### config.mk
export PLATFORM = sky130hd
export DESIGN_NAME = tdisplay_scan_ctrl_flat
export DESIGN_NICKNAME = d
export VERILOG_FILES = /design/src/rtl/tdisplay_scan_ctrl_if.sv /design/src/rtl/tdisplay_scan_ctrl.sv /design/src/flat_wrapper.sv
export SDC_FILE = /design/constraint.sdc
export NUM_CORES = 1
export LEC_CHECK = 0
export ABC_AREA = 1
export CAP_MARGIN = 30
export CORE_UTILIZATION = 57
export CTS_CLUSTER_DIAMETER = 60
export DETAILED_ROUTE_END_ITERATION = 10
export GPL_TIMING_DRIVEN = 0
export PLACE_DENSITY = 0.79
export SKIP_CTS_REPAIR_TIMING = 1
export SYNTH_ARGS = -nofsm -noshare
export SYNTH_HDL_FRONTEND = slang
export SYNTH_SLANG_ARGS = --single-unit
export TNS_END_PERCENT = 100
### constraint.sdc
create_clock -name clk -period 1.8 [get_ports clk]
set_clock_uncertainty 0.15 [all_clocks]
set_input_delay 0.27 -clock clk [delete_from_list [all_inputs] [get_ports clk]]
set_output_delay 0.27 -clock clk [all_outputs]
set_load 0.01 [all_outputs]
### src/rtl/tdisplay_scan_ctrl_if.sv
// Handshake/data bundle between tdisplay, the scan controller and the board pins.
// master = converter/board side, slave = scan controller.
interface tdisplay_scan_ctrl_if;
  logic       en;
  logic       bcd_valid;
  logic       sign;
  logic [3:0] thousands;
  logic [3:0] hundreds;
  logic [3:0] tens;
  logic [3:0] ones;
  logic       c_f;
  logic [7:0] an;
  logic [6:0] seg;
  logic       dp;
  logic       snap_ack;
  logic       frame_done;

  modport master (
    output en, bcd_valid, sign, thousands, hundreds, tens, ones, c_f,
    input  an, seg, dp, snap_ack, frame_done
  );

  modport slave (
    input  en, bcd_valid, sign, thousands, hundreds, tens, ones, c_f,
    output an, seg, dp, snap_ack, frame_done
  );
endinterface

### src/rtl/tdisplay_scan_ctrl.sv
// 8-digit seven-segment scan controller; a new reading is latched only at the
// 7->0 slot wrap so a frame never mixes old and new digits.
module tdisplay_scan_ctrl #(
  parameter int DIV = 100000
) (
  input logic                 clk,
  input logic                 rst_n,
  tdisplay_scan_ctrl_if.slave bus
);
  localparam int              CW      = $clog2(DIV);
  localparam logic [CW-1:0]   CNT_MAX = CW'(DIV - 1);

  localparam logic [6:0] SEG_BLANK = 7'b1111111;
  localparam logic [6:0] SEG_DASH  = 7'b0111111;
  localparam logic [6:0] SEG_C     = 7'b1000110;
  localparam logic [6:0] SEG_F     = 7'b0001110;

  typedef struct packed {
    logic       sign;
    logic [3:0] th;
    logic [3:0] hu;
    logic [3:0] te;
    logic [3:0] on;
    logic       cf;
  } snap_t;

  function automatic logic [6:0] bcd2seg(input logic [3:0] d);
    case (d)
      4'd0:    return 7'b1000000;
      4'd1:    return 7'b1111001;
      4'd2:    return 7'b0100100;
      4'd3:    return 7'b0110000;
      4'd4:    return 7'b0011001;
      4'd5:    return 7'b0010010;
      4'd6:    return 7'b0000010;
      4'd7:    return 7'b1111000;
      4'd8:    return 7'b0000000;
      4'd9:    return 7'b0010000;
      default: return SEG_BLANK;
    endcase
  endfunction

  logic [CW-1:0] cnt_q, cnt_d;
  logic [2:0]    idx_q, idx_d;
  logic          pend_q, pend_d;
  snap_t         snap_q, snap_d;
  logic [7:0]    an_q, an_d;
  logic [6:0]    seg_q, seg_d;
  logic          dp_q, dp_d;
  logic          ack_q, ack_d;
  logic          fd_q, fd_d;

  logic tick, wrap, take;

  // A bcd_valid arriving on the wrap tick itself counts as pending, so its
  // data is captured immediately rather than waiting a whole frame.
  always_comb begin
    tick   = bus.en && (cnt_q == CNT_MAX);
    wrap   = tick && (idx_q == 3'd7);
    take   = wrap && (pend_q || bus.bcd_valid);

    cnt_d  = cnt_q;
    idx_d  = idx_q;
    if (bus.en) begin
      cnt_d = tick ? '0 : cnt_q + CW'(1);
      if (tick) idx_d = idx_q + 3'd1;
    end

    pend_d = take ? 1'b0 : (pend_q || bus.bcd_valid);

    snap_d = snap_q;
    if (take) begin
      snap_d.sign = bus.sign;
      snap_d.th   = bus.thousands;
      snap_d.hu   = bus.hundreds;
      snap_d.te   = bus.tens;
      snap_d.on   = bus.ones;
      snap_d.cf   = bus.c_f;
    end

    ack_d = take;
    fd_d  = wrap;
  end

  // Output stage: decode the current slot from the latched snapshot only.
  always_comb begin
    an_d  = 8'hFF;
    seg_d = SEG_BLANK;
    dp_d  = 1'b1;
    if (bus.en) begin
      an_d = ~(8'b1 << idx_q);
      dp_d = (idx_q != 3'd2);
      case (idx_q)
        3'd5:    seg_d = snap_q.sign ? SEG_DASH : SEG_BLANK;
        3'd4:    seg_d = (snap_q.th == 4'd0) ? SEG_BLANK : bcd2seg(snap_q.th);
        3'd3:    seg_d = (snap_q.th == 4'd0 && snap_q.hu == 4'd0) ? SEG_BLANK
                                                                   : bcd2seg(snap_q.hu);
        3'd2:    seg_d = bcd2seg(snap_q.te);
        3'd1:    seg_d = bcd2seg(snap_q.on);
        3'd0:    seg_d = snap_q.cf ? SEG_F : SEG_C;
        default: seg_d = SEG_BLANK;
      endcase
    end
  end

  always_ff @(posedge clk or negedge rst_n) begin
    if (!rst_n) begin
      cnt_q  <= '0;
      idx_q  <= '0;
      pend_q <= 1'b0;
      snap_q <= '0;
      an_q   <= 8'hFF;
      seg_q  <= SEG_BLANK;
      dp_q   <= 1'b1;
      ack_q  <= 1'b0;
      fd_q   <= 1'b0;
    end else begin
      cnt_q  <= cnt_d;
      idx_q  <= idx_d;
      pend_q <= pend_d;
      snap_q <= snap_d;
      an_q   <= an_d;
      seg_q  <= seg_d;
      dp_q   <= dp_d;
      ack_q  <= ack_d;
      fd_q   <= fd_d;
    end
  end

  assign bus.an         = an_q;
  assign bus.seg        = seg_q;
  assign bus.dp         = dp_q;
  assign bus.snap_ack   = ack_q;
  assign bus.frame_done = fd_q;
endmodule

### src/flat_wrapper.sv
// flat-port wrapper written by rule: the top's interface ports become plain ports
module tdisplay_scan_ctrl_flat 
#(
  parameter int DIV = 100000
)
  (clk, rst_n, bus_en, bus_bcd_valid, bus_sign, bus_thousands, bus_hundreds, bus_tens, bus_ones, bus_c_f, bus_an, bus_seg, bus_dp, bus_snap_ack, bus_frame_done);
  tdisplay_scan_ctrl_if bus_i ();
  input logic clk;
  input logic rst_n;
  input wire logic [$bits(bus_i.en)-1:0] bus_en;
  input wire logic [$bits(bus_i.bcd_valid)-1:0] bus_bcd_valid;
  input wire logic [$bits(bus_i.sign)-1:0] bus_sign;
  input wire logic [$bits(bus_i.thousands)-1:0] bus_thousands;
  input wire logic [$bits(bus_i.hundreds)-1:0] bus_hundreds;
  input wire logic [$bits(bus_i.tens)-1:0] bus_tens;
  input wire logic [$bits(bus_i.ones)-1:0] bus_ones;
  input wire logic [$bits(bus_i.c_f)-1:0] bus_c_f;
  output wire logic [$bits(bus_i.an)-1:0] bus_an;
  output wire logic [$bits(bus_i.seg)-1:0] bus_seg;
  output wire logic [$bits(bus_i.dp)-1:0] bus_dp;
  output wire logic [$bits(bus_i.snap_ack)-1:0] bus_snap_ack;
  output wire logic [$bits(bus_i.frame_done)-1:0] bus_frame_done;
  assign bus_i.en = bus_en;
  assign bus_i.bcd_valid = bus_bcd_valid;
  assign bus_i.sign = bus_sign;
  assign bus_i.thousands = bus_thousands;
  assign bus_i.hundreds = bus_hundreds;
  assign bus_i.tens = bus_tens;
  assign bus_i.ones = bus_ones;
  assign bus_i.c_f = bus_c_f;
  assign bus_an = bus_i.an;
  assign bus_seg = bus_i.seg;
  assign bus_dp = bus_i.dp;
  assign bus_snap_ack = bus_i.snap_ack;
  assign bus_frame_done = bus_i.frame_done;
  tdisplay_scan_ctrl #(.DIV(DIV)) u_core (.clk(clk), .rst_n(rst_n), .bus(bus_i));
endmodule
==> results.cfg, run 1 <==
[cells_and_area]
antenna_cells = 0
fillers = 473
multiInputGateArea_um2 = 1890
syn_to_final_growth_pct = 24.0
drive_gt1_share_pct = 15.0
seq_area_um2 = 1420
fin_area_um2 = 4440
nets = 598

[yosys]
yosysTopAreaCell = dfrtp_1
synth_compound_area_share_pct = 5.66
synth_common_cells = nand2_1, inv_1, dfrtp_1, nand3_1, nor2_1
synthAdderAreaFrac_pct = 10.1
async_flop_share_pct = 100
synthCells = 482
yosysWarnings = 0
ys.flop_type = dfrtp_1
synth_edf_count = 0
synth_top_family_by_area = simple AND/OR/NAND/NOR gates
synth_top_area_share_pct = 28.7
synth.avg_cell_area_um2 = 7.43
ys_types = 28
yosysSeqAreaShare_pct = 39.7
synth-simple-area-share_pct = 34.7
synth_xor_area_share_pct = 0.978
synth.ff_latch_count = 56
synth_nets = 533
synthMuxAreaShare_pct = 0
syn_area_um2 = 3580
synthTopCellsByArea = dfrtp_1, nand2_1, dfstp_2
yosysMostFrequentCell = nand2_1

[detailed_routing]
drt_iter0_markers = 222
wl_per_cell_um = 13.8
wl_mm = 8.59
remaining_drc_errors = 0
drtPass1Iterations = 5
vias_per_cell = 5.36
ant_nets = 0
num_vias = 3340

[place]
port-buffer-count = 39
placed_cell_area_um2 = 4080
gp_congestion = 0.909
dp_hpwl_mm = 6.15
pre_cts_ws_ps = -362

[timing]
tns_ps = 0
maxSlewViolCount = 0
finalSetupViolCount = 0
fin_crit_sh_pct = 98.4
slew_headroom_pct = 63.0
period_needed_ps = 1770
fin_ws_ps = 29.7
hold_viol_final = 0
worstMarginPinSlew_ps = 555
max_freq_mhz = 565
rsz0062_at_grt = true

[grt]
antenna_found_initial = 0
grt_max_degree = 34
gr-total-overflow = 0
first_global_vias = 2985
grt_use_total_pct = 27.2
grt_pass1_wl_mm = 13.5

[clocking]
clkTransAtPathRegs_ps = 100
clkSinkCount = 56
cts_buffer_depth = 2
cts_max_level = 2
clk_latency_ps = 310
cts_tree = yes
cts_buffers = 5
cts_root_buf = clkbuf_8

[power]
p_comb_share_pct = 20.2
power_density_nw_per_um2 = 608
finalPower_mw = 2.70
swShare_pct = 30.6
switchingPower_mw = 0.827
p_int_mw = 1.87
ir_drop_v = 0.000627
p_clk_share_pct = 25.0
pwr-share-seq_pct = 54.8
p_leak_nw = 2.30

[worst_setup_path]
cp.arrival_ps = 1880
slowest_delay_ps = 430
crit_fanout = 6
cp-end-kind = register
crit_family = simple AND/OR/NAND/NOR gates
cp.required_ps = 1910
path_buf_inv = 2
crit_type = reg -> reg
cpMostUsedCell = nor2_4
cp_slowest_cell = dfrtp_1
startpoint_type = register
worstPathCellList = ha_4 > nand2_2 > nor2_4 > nand3_2 > nor2_4 > buf_6 > clkbuf_16 > nand4_1 > nand2_1

[floorplan]
die_h_um = 81.3
dieArea_um2 = 6600
initial_utilization_pct = 59.8
die_x_um = 81.3
fp-row-count = 28
core_area_um2 = 5990
io_pins = 40

[run_status]
status = completed

[run]
maxCapViolations = 0

[hold_path]
worstHoldPathType = in -> async
==> cell type report <==
class / instances / area share (%)
Buffer: 13 / 2.09
Tap cell: 75 / 2.11
Timing Repair Buffer: 58 / 13.9
Sequential cell: 56 / 32.1
Inverter: 63 / 5.33
Clock buffer: 7 / 1.72
Multi-Input combinational cell: 350 / 42.7
Clock inverter: 1 / 0.113
==> registers in the layout (all words and copies together), names as in the netlist <==
signal                 flops
u_core.bus.seg             7
u_core.idx_q               3
u_core.bus.an              8
u_core.bus.frame_done      1
u_core.bus.snap_ack        1
u_core.cnt_q              17
u_core.snap_q             18
u_core.pend_q              1
==> kinds of logic after synthesis <==
kind of cell,count (synthesis)
buf+inv,76
simple gates,277
fa+ha+maj,29
compound gates,40
flops,56
xor+xnor,4
==> final timing paths <==
| path | to | depth (start not counted) | slack (ps) | start |
|---|---|---|---|---|
| hold / removal | u_core.snap_q[5] | 2 | 320 | rst_n |
| max in group asynchronous | u_core.bus.an[1] | 3 | 540 | rst_n |
| min in group clk | u_core.snap_q[10] | 3 | 360 | bus_hundreds[1] |
| hold reg to reg | u_core.snap_q[0] | 2 | 360 | u_core.snap_q[0] |
| setup / recovery | u_core.snap_q[7] | 9 | 30 | u_core.cnt_q[0] |
| setup reg to reg | u_core.snap_q[7] | 9 | 30 | u_core.cnt_q[0] |
==> metal layers <==
layer / track usage [%] / vias up / part of all wire, %
li1: - / 1661 / -
met3: 4.04 / 8 / 5.7
met1: 37.4 / 1563 / 45
met2: 43.8 / 108 / 48
met5: 0 / - / 0
met4: 8.57 / 0 / 1.5
==> per-stage QoR <==
stage,hold WS (ps),utilization (%),cells
final,321,74.1,623
after global routing,369,74.1,623
after CTS,-201,69.5,605
after detailed placement,142,68.1,597
after global placement,322,67.9,596
after floorplan,-176,-,482
==> power groups by stage <==
stage	registers, mW	clock network [mW]	logic, mW
after global placement	1.49	0	0.451
after detailed placement	1.50	0	0.464
after global routing	1.50	0.736	0.620
after CTS	1.47	0.692	0.466
after floorplan	1.48	0	0.306
final	1.48	0.676	0.544
==> placed cells by master, fill, tap and decap left out, drive strengths merged, types with 2 or more instances in the layout <==
cell type | Yosys | layout
nand2 | 148 | 148
inv | 63 | 63
nor2 | 47 | 47
nand3 | 42 | 42
dfrtp | 41 | 41
ha | 29 | 29
buf | 11 | 29
nand4 | 26 | 26
clkdlybuf4s50 | 0 | 23
o21ai | 23 | 23
a21oi | 16 | 16
dlymetal6s2s | 0 | 15
dfstp | 15 | 15
clkbuf | 2 | 10
nor3 | 6 | 6
or2 | 5 | 5
xor2 | 4 | 4
nor3b | 2 | 2
No activity file was read; power rests on OpenSTA's default activity.
==> run 2: changes to the inputs <==
--- a/config.mk
+++ b/config.mk
@@ -6,12 +6,11 @@
 export NUM_CORES = 1
 export LEC_CHECK = 0
 export ABC_AREA = 1
-export CAP_MARGIN = 30
 export CORE_UTILIZATION = 57
 export CTS_CLUSTER_DIAMETER = 60
 export DETAILED_ROUTE_END_ITERATION = 10
 export GPL_TIMING_DRIVEN = 0
-export PLACE_DENSITY = 0.79
+export PLACE_DENSITY = 0.89
 export SKIP_CTS_REPAIR_TIMING = 1
 export SYNTH_ARGS = -nofsm -noshare
 export SYNTH_HDL_FRONTEND = slang
==> run 2 against run 1 <==
Against the previous run:
- worst setup slack worse by 11 ps
- largest cell class unchanged
- via count is 6.0% higher
- critical endpoint is now u_core.bus.seg[6]
- die area stayed put
==> results.cfg, run 2 (synthesis results as in run 1) <==
[grt]
first_global_vias = 3306
grt_max_degree = 41
gr-total-overflow = 0
grt_use_total_pct = 28.7
antenna_found_initial = 0
grt_pass1_wl_mm = 14.5

[clocking]
cts_buffers = 5
cts_root_buf = clkbuf_8
clkTransAtPathRegs_ps = 100
clk_latency_ps = 310
clkSinkCount = 56
cts_max_level = 2
cts_buffer_depth = 2
cts_tree = yes

[worst_setup_path]
crit_family = simple AND/OR/NAND/NOR gates
crit_fanout = 9
cp-end-kind = register
crit_type = reg -> reg
worstPathCellList = ha_2 > ha_1 > buf_6 > nand3b_1 > buf_4 > nand4_1 > nor2_1 > nand3_1
cp.arrival_ps = 1870
startpoint_type = register
slowest_delay_ps = 410
cp_slowest_cell = dfrtp_1
path_buf_inv = 2
cp.required_ps = 1890

[power]
p_comb_share_pct = 19.6
p_int_mw = 1.94
pwr-share-seq_pct = 53.1
p_leak_nw = 2.30
power_density_nw_per_um2 = 633
swShare_pct = 30.5
p_clk_share_pct = 27.3
ir_drop_v = 0.000648
switchingPower_mw = 0.853

[cells_and_area]
final_util_pct = 73.7
drive_gt1_share_pct = 15.2
syn_to_final_growth_pct = 23.3
nets = 595
regMostFlops = u_core.snap_q
antenna_cells = 0
largest_reg_flops = 18
most-common-layout-cells = nand2_1, inv_1, nand3_1, dfrtp_1, nor2_1
layout_commonest_cell = nand2_1
final_cells = 620

[detailed_routing]
wl_mm = 9.41
remaining_drc_errors = 0
ant_nets = 0
wl_per_cell_um = 15.2
num_vias = 3540
vias_per_cell = 5.71
drtPass1Iterations = 5
drt_iter0_markers = 293

[run_status]
status = completed

[floorplan]
io_pins = 40
core_area_um2 = 5990
initial_utilization_pct = 59.8
dieArea_um2 = 6600
fp-row-count = 28
die_h_um = 81.3
die_x_um = 81.3

[timing]
whs_ps = 189
worstMarginPinSlew_ps = 405
slew_headroom_pct = 72.8
period_needed_ps = 1780
max_freq_mhz = 562
fin_crit_sh_pct = 98.9
hold_viol_final = 0
finalSetupViolCount = 0
rsz0062_at_grt = true
maxSlewViolCount = 0

[place]
port-buffer-count = 39
post-place-cells = 597
dp_hpwl_mm = 6.47
gp_congestion = 0.972

[run]
maxCapViolations = 0

[hold_path]
worstHoldPathType = in -> reg
## run 2: cell types whose count changed in the layout (fill, tap and decap cells not counted), sizes merged
cell           delta
buf               -6
clkbuf            +4
clkdlybuf4s50     -2
clkinv            -1
dlymetal6s2s      +2
## run 2: layer usage
metal  vias up  GRT usage (%)  wire length (um)
li1       1657              -                 -
met1      1667           31.6              3570
met2       165           53.1              4930
met3        51           5.06               553
met4         0           13.2               361
met5         -              0                 0
## run 2: final timing paths
kind	startpoint	to	slack, ps	cells past startpoint
max	u_core.idx_q[0]	u_core.bus.seg[6]	20	8
min	bus_en	u_core.cnt_q[0]	190	4
max reg2reg	u_core.idx_q[0]	u_core.bus.seg[6]	20	8
min reg2reg	u_core.snap_q[17]	u_core.snap_q[17]	370	2
max in group asynchronous	rst_n	u_core.bus.an[4]	630	3
min in group asynchronous	rst_n	u_core.snap_q[7]	250	2
## run 2: metrics by stage
step / power [mW] / worst slack (ps) / TNS (ps) / area [um^2]
final: 2.80 / 19.1 / 0 / 4420
after global routing: 2.94 / -83.8 / -1290 / 4420
after CTS: 2.73 / -91.8 / -411 / 4180
after detailed placement: 1.98 / -311 / -7470 / 4080
after global placement: 1.94 / -1350 / -72780 / 4070
after floorplan: 1.78 / 150 / 0 / 3580
## run 2: power by group through the flow
stage               sequential, mW  clock, mW  combinational [mW]
floorplan                     1.48          0               0.306
global route                  1.50      0.823               0.619
CTS                           1.48      0.771               0.474
global placement              1.49          0               0.449
finish                        1.48      0.763               0.549
detailed placement            1.50          0               0.474
## run 2: final cells by class
class,count,area [um^2]
tap,75,93.8
sequential,56,1420
fill,438,1570
buffer,13,100
multi-input combinational,350,1880
clock buffer,8,100
timing repair buffer,55,581
inverter,63,236
## run 2: worst register-to-register path: cells and delay by family (launching register included)
kind	cells	cell delay, ps
buffers and inverters	2	250
adders and majority gates	2	350
and+or+nand+nor	4	540
DFF	1	410
==> run 3: changes to the inputs <==
--- a/config.mk
+++ b/config.mk
@@ -9,8 +9,8 @@
 export CORE_UTILIZATION = 57
 export CTS_CLUSTER_DIAMETER = 60
 export DETAILED_ROUTE_END_ITERATION = 10
-export GPL_TIMING_DRIVEN = 0
 export PLACE_DENSITY = 0.89
+export SETUP_SLACK_MARGIN = 0.2
 export SKIP_CTS_REPAIR_TIMING = 1
 export SYNTH_ARGS = -nofsm -noshare
 export SYNTH_HDL_FRONTEND = slang
==> run 3 against run 2 <==
Against the previous run:
- global-route usage is 1.7 points lower
- routed wire length rose by 10%
- total power grew 2.4%
- via count is 2.3% higher
- design area grew 8.9%
- clock power down 8.0%
- die area unchanged
- register-to-register slack is essentially flat
- sequential power hardly changed
- critical endpoint is now u_core.snap_q[7]
==> results.cfg, run 3 (synthesis results as in run 1) <==
[run_status]
status = completed

[detailed_routing]
vias_per_cell = 5.80
drt_iter0_markers = 302
remaining_drc_errors = 0
wl_mm = 10.4
drtPass1Iterations = 5
wl_per_cell_um = 16.6
ant_nets = 0
num_vias = 3623

[worst_setup_path]
startpoint_type = register
cp_slowest_cell = dfrtp_1
cp.arrival_ps = 1870
worstPathCellList = ha_4 > nand2_4 > nor2_4 > nand3_2 > nor2_4 > buf_12 > buf_12 > nand4_1 > nand2_1
crit_fanout = 5
cp-end-kind = register
cp.required_ps = 1900
crit_family = simple AND/OR/NAND/NOR gates
path_buf_inv = 2
crit_type = reg -> reg
slowest_delay_ps = 450

[grt]
first_global_vias = 3099
gr-total-overflow = 0
grt_pass1_wl_mm = 13.6
grt_max_degree = 57
grt_use_total_pct = 27.0
antenna_found_initial = 0

[power]
p_leak_nw = 2.42
p_int_mw = 1.92
power_density_nw_per_um2 = 596
swShare_pct = 32.8
p_comb_share_pct = 23.3
pwr-share-seq_pct = 52.2
p_clk_share_pct = 24.5
finalPower_mw = 2.87
ir_drop_v = 0.000558
switchingPower_mw = 0.941

[timing]
period_needed_ps = 1770
tns_ps = 0
maxSlewViolCount = 0
fin_crit_sh_pct = 98.3
rsz0062_at_grt = true
worstMarginPinSlew_ps = 432
hold_viol_final = 0
slew_headroom_pct = 71.0
max_freq_mhz = 565
finalSetupViolCount = 0

[cells_and_area]
fillers = 353
largest_reg_flops = 18
syn_to_final_growth_pct = 34.3
drive_gt1_share_pct = 26.2
antenna_cells = 0
most-common-layout-cells = nand2_1, inv_1, dfrtp_1, nand3_1, nor2_1
nets = 600
layout_commonest_cell = nand2_1
regMostFlops = u_core.snap_q

[place]
port-buffer-count = 39
dp_hpwl_mm = 6.21
gp_congestion = 0.959

[clocking]
cts_root_buf = clkbuf_8
cts_buffers = 5
clkTransAtPathRegs_ps = 110
clkSinkCount = 56
cts_buffer_depth = 2
cts_max_level = 2
cts_tree = yes
clk_latency_ps = 320

[floorplan]
die_h_um = 81.3
fp-row-count = 28
die_x_um = 81.3
io_pins = 40
dieArea_um2 = 6600
initial_utilization_pct = 59.8
core_area_um2 = 5990

[hold_path]
worstHoldPathType = in -> async

[run]
maxCapViolations = 0
==> run 3: power groups by stage <==
| stage | registers [mW] | logic [mW] | clock network [mW] |
|---|---|---|---|
| 3_3_place_gp | 1.48 | 0.488 | 0 |
| 6_report | 1.50 | 0.667 | 0.702 |
| 5_1_grt | 1.51 | 0.736 | 0.752 |
| 4_1_cts | 1.47 | 0.508 | 0.695 |
| 3_5_place_dp | 1.49 | 0.504 | 0 |
| 2_1_floorplan | 1.48 | 0.306 | 0 |
==> run 3: worst min-delay path, delay by kind of cell <==
kind | cells | cell delay (ps)
buffers and inverters | 3 | 900
==> run 3: per-stage QoR <==
| step | instance area (um^2) | setup WS (ps) | hold WS (ps) | utilization (%) | std cells |
|---|---|---|---|---|---|
| floorplan | 3590 | 204 | -176 | - | 482 |
| global placement | 4160 | 0.555 | 140 | 69.4 | 600 |
| detailed placement | 4160 | -61.5 | 142 | 69.4 | 600 |
| CTS | 4240 | -15.7 | -208 | 70.8 | 608 |
| global route | 4810 | -17.0 | 358 | 80.3 | 625 |
| finish | 4810 | 30.3 | 300 | 80.3 | 625 |
==> run 3: routing by layer <==
metal / global-route usage (%) / part of all wire [%]
met1: 32.5 / 38
met2: 50.5 / 53
met3: 3.48 / 5.7
met4: 6.07 / 3.6
met5: 0 / 0
==> run 3: path summary, 6_finish.rpt <==
| kind | endpoint | start | slack, ps | depth (start not counted) |
|---|---|---|---|---|
| setup / recovery | u_core.snap_q[7] | u_core.cnt_q[0] | 30 | 9 |
| hold / removal | u_core.snap_q[1] | rst_n | 300 | 3 |
| setup reg to reg | u_core.snap_q[7] | u_core.cnt_q[0] | 30 | 9 |
| hold reg to reg | u_core.snap_q[0] | u_core.snap_q[0] | 380 | 2 |
| max in group asynchronous | u_core.bus.seg[2] | rst_n | 870 | 3 |
| min in group clk | u_core.snap_q[3] | bus_ones[2] | 350 | 3 |
==> run 3: cell type report <==
cell class	instances	area [um^2]	area share, %
well taps	75	93.8	1.95
multi-input cells	350	2160	44.8
flip-flops and latches	56	1430	29.7
clock inverters	1	5.00	0.104
repair buffers	73	812	16.9
inverters	63	236	4.92
clock buffers	7	76.3	1.59
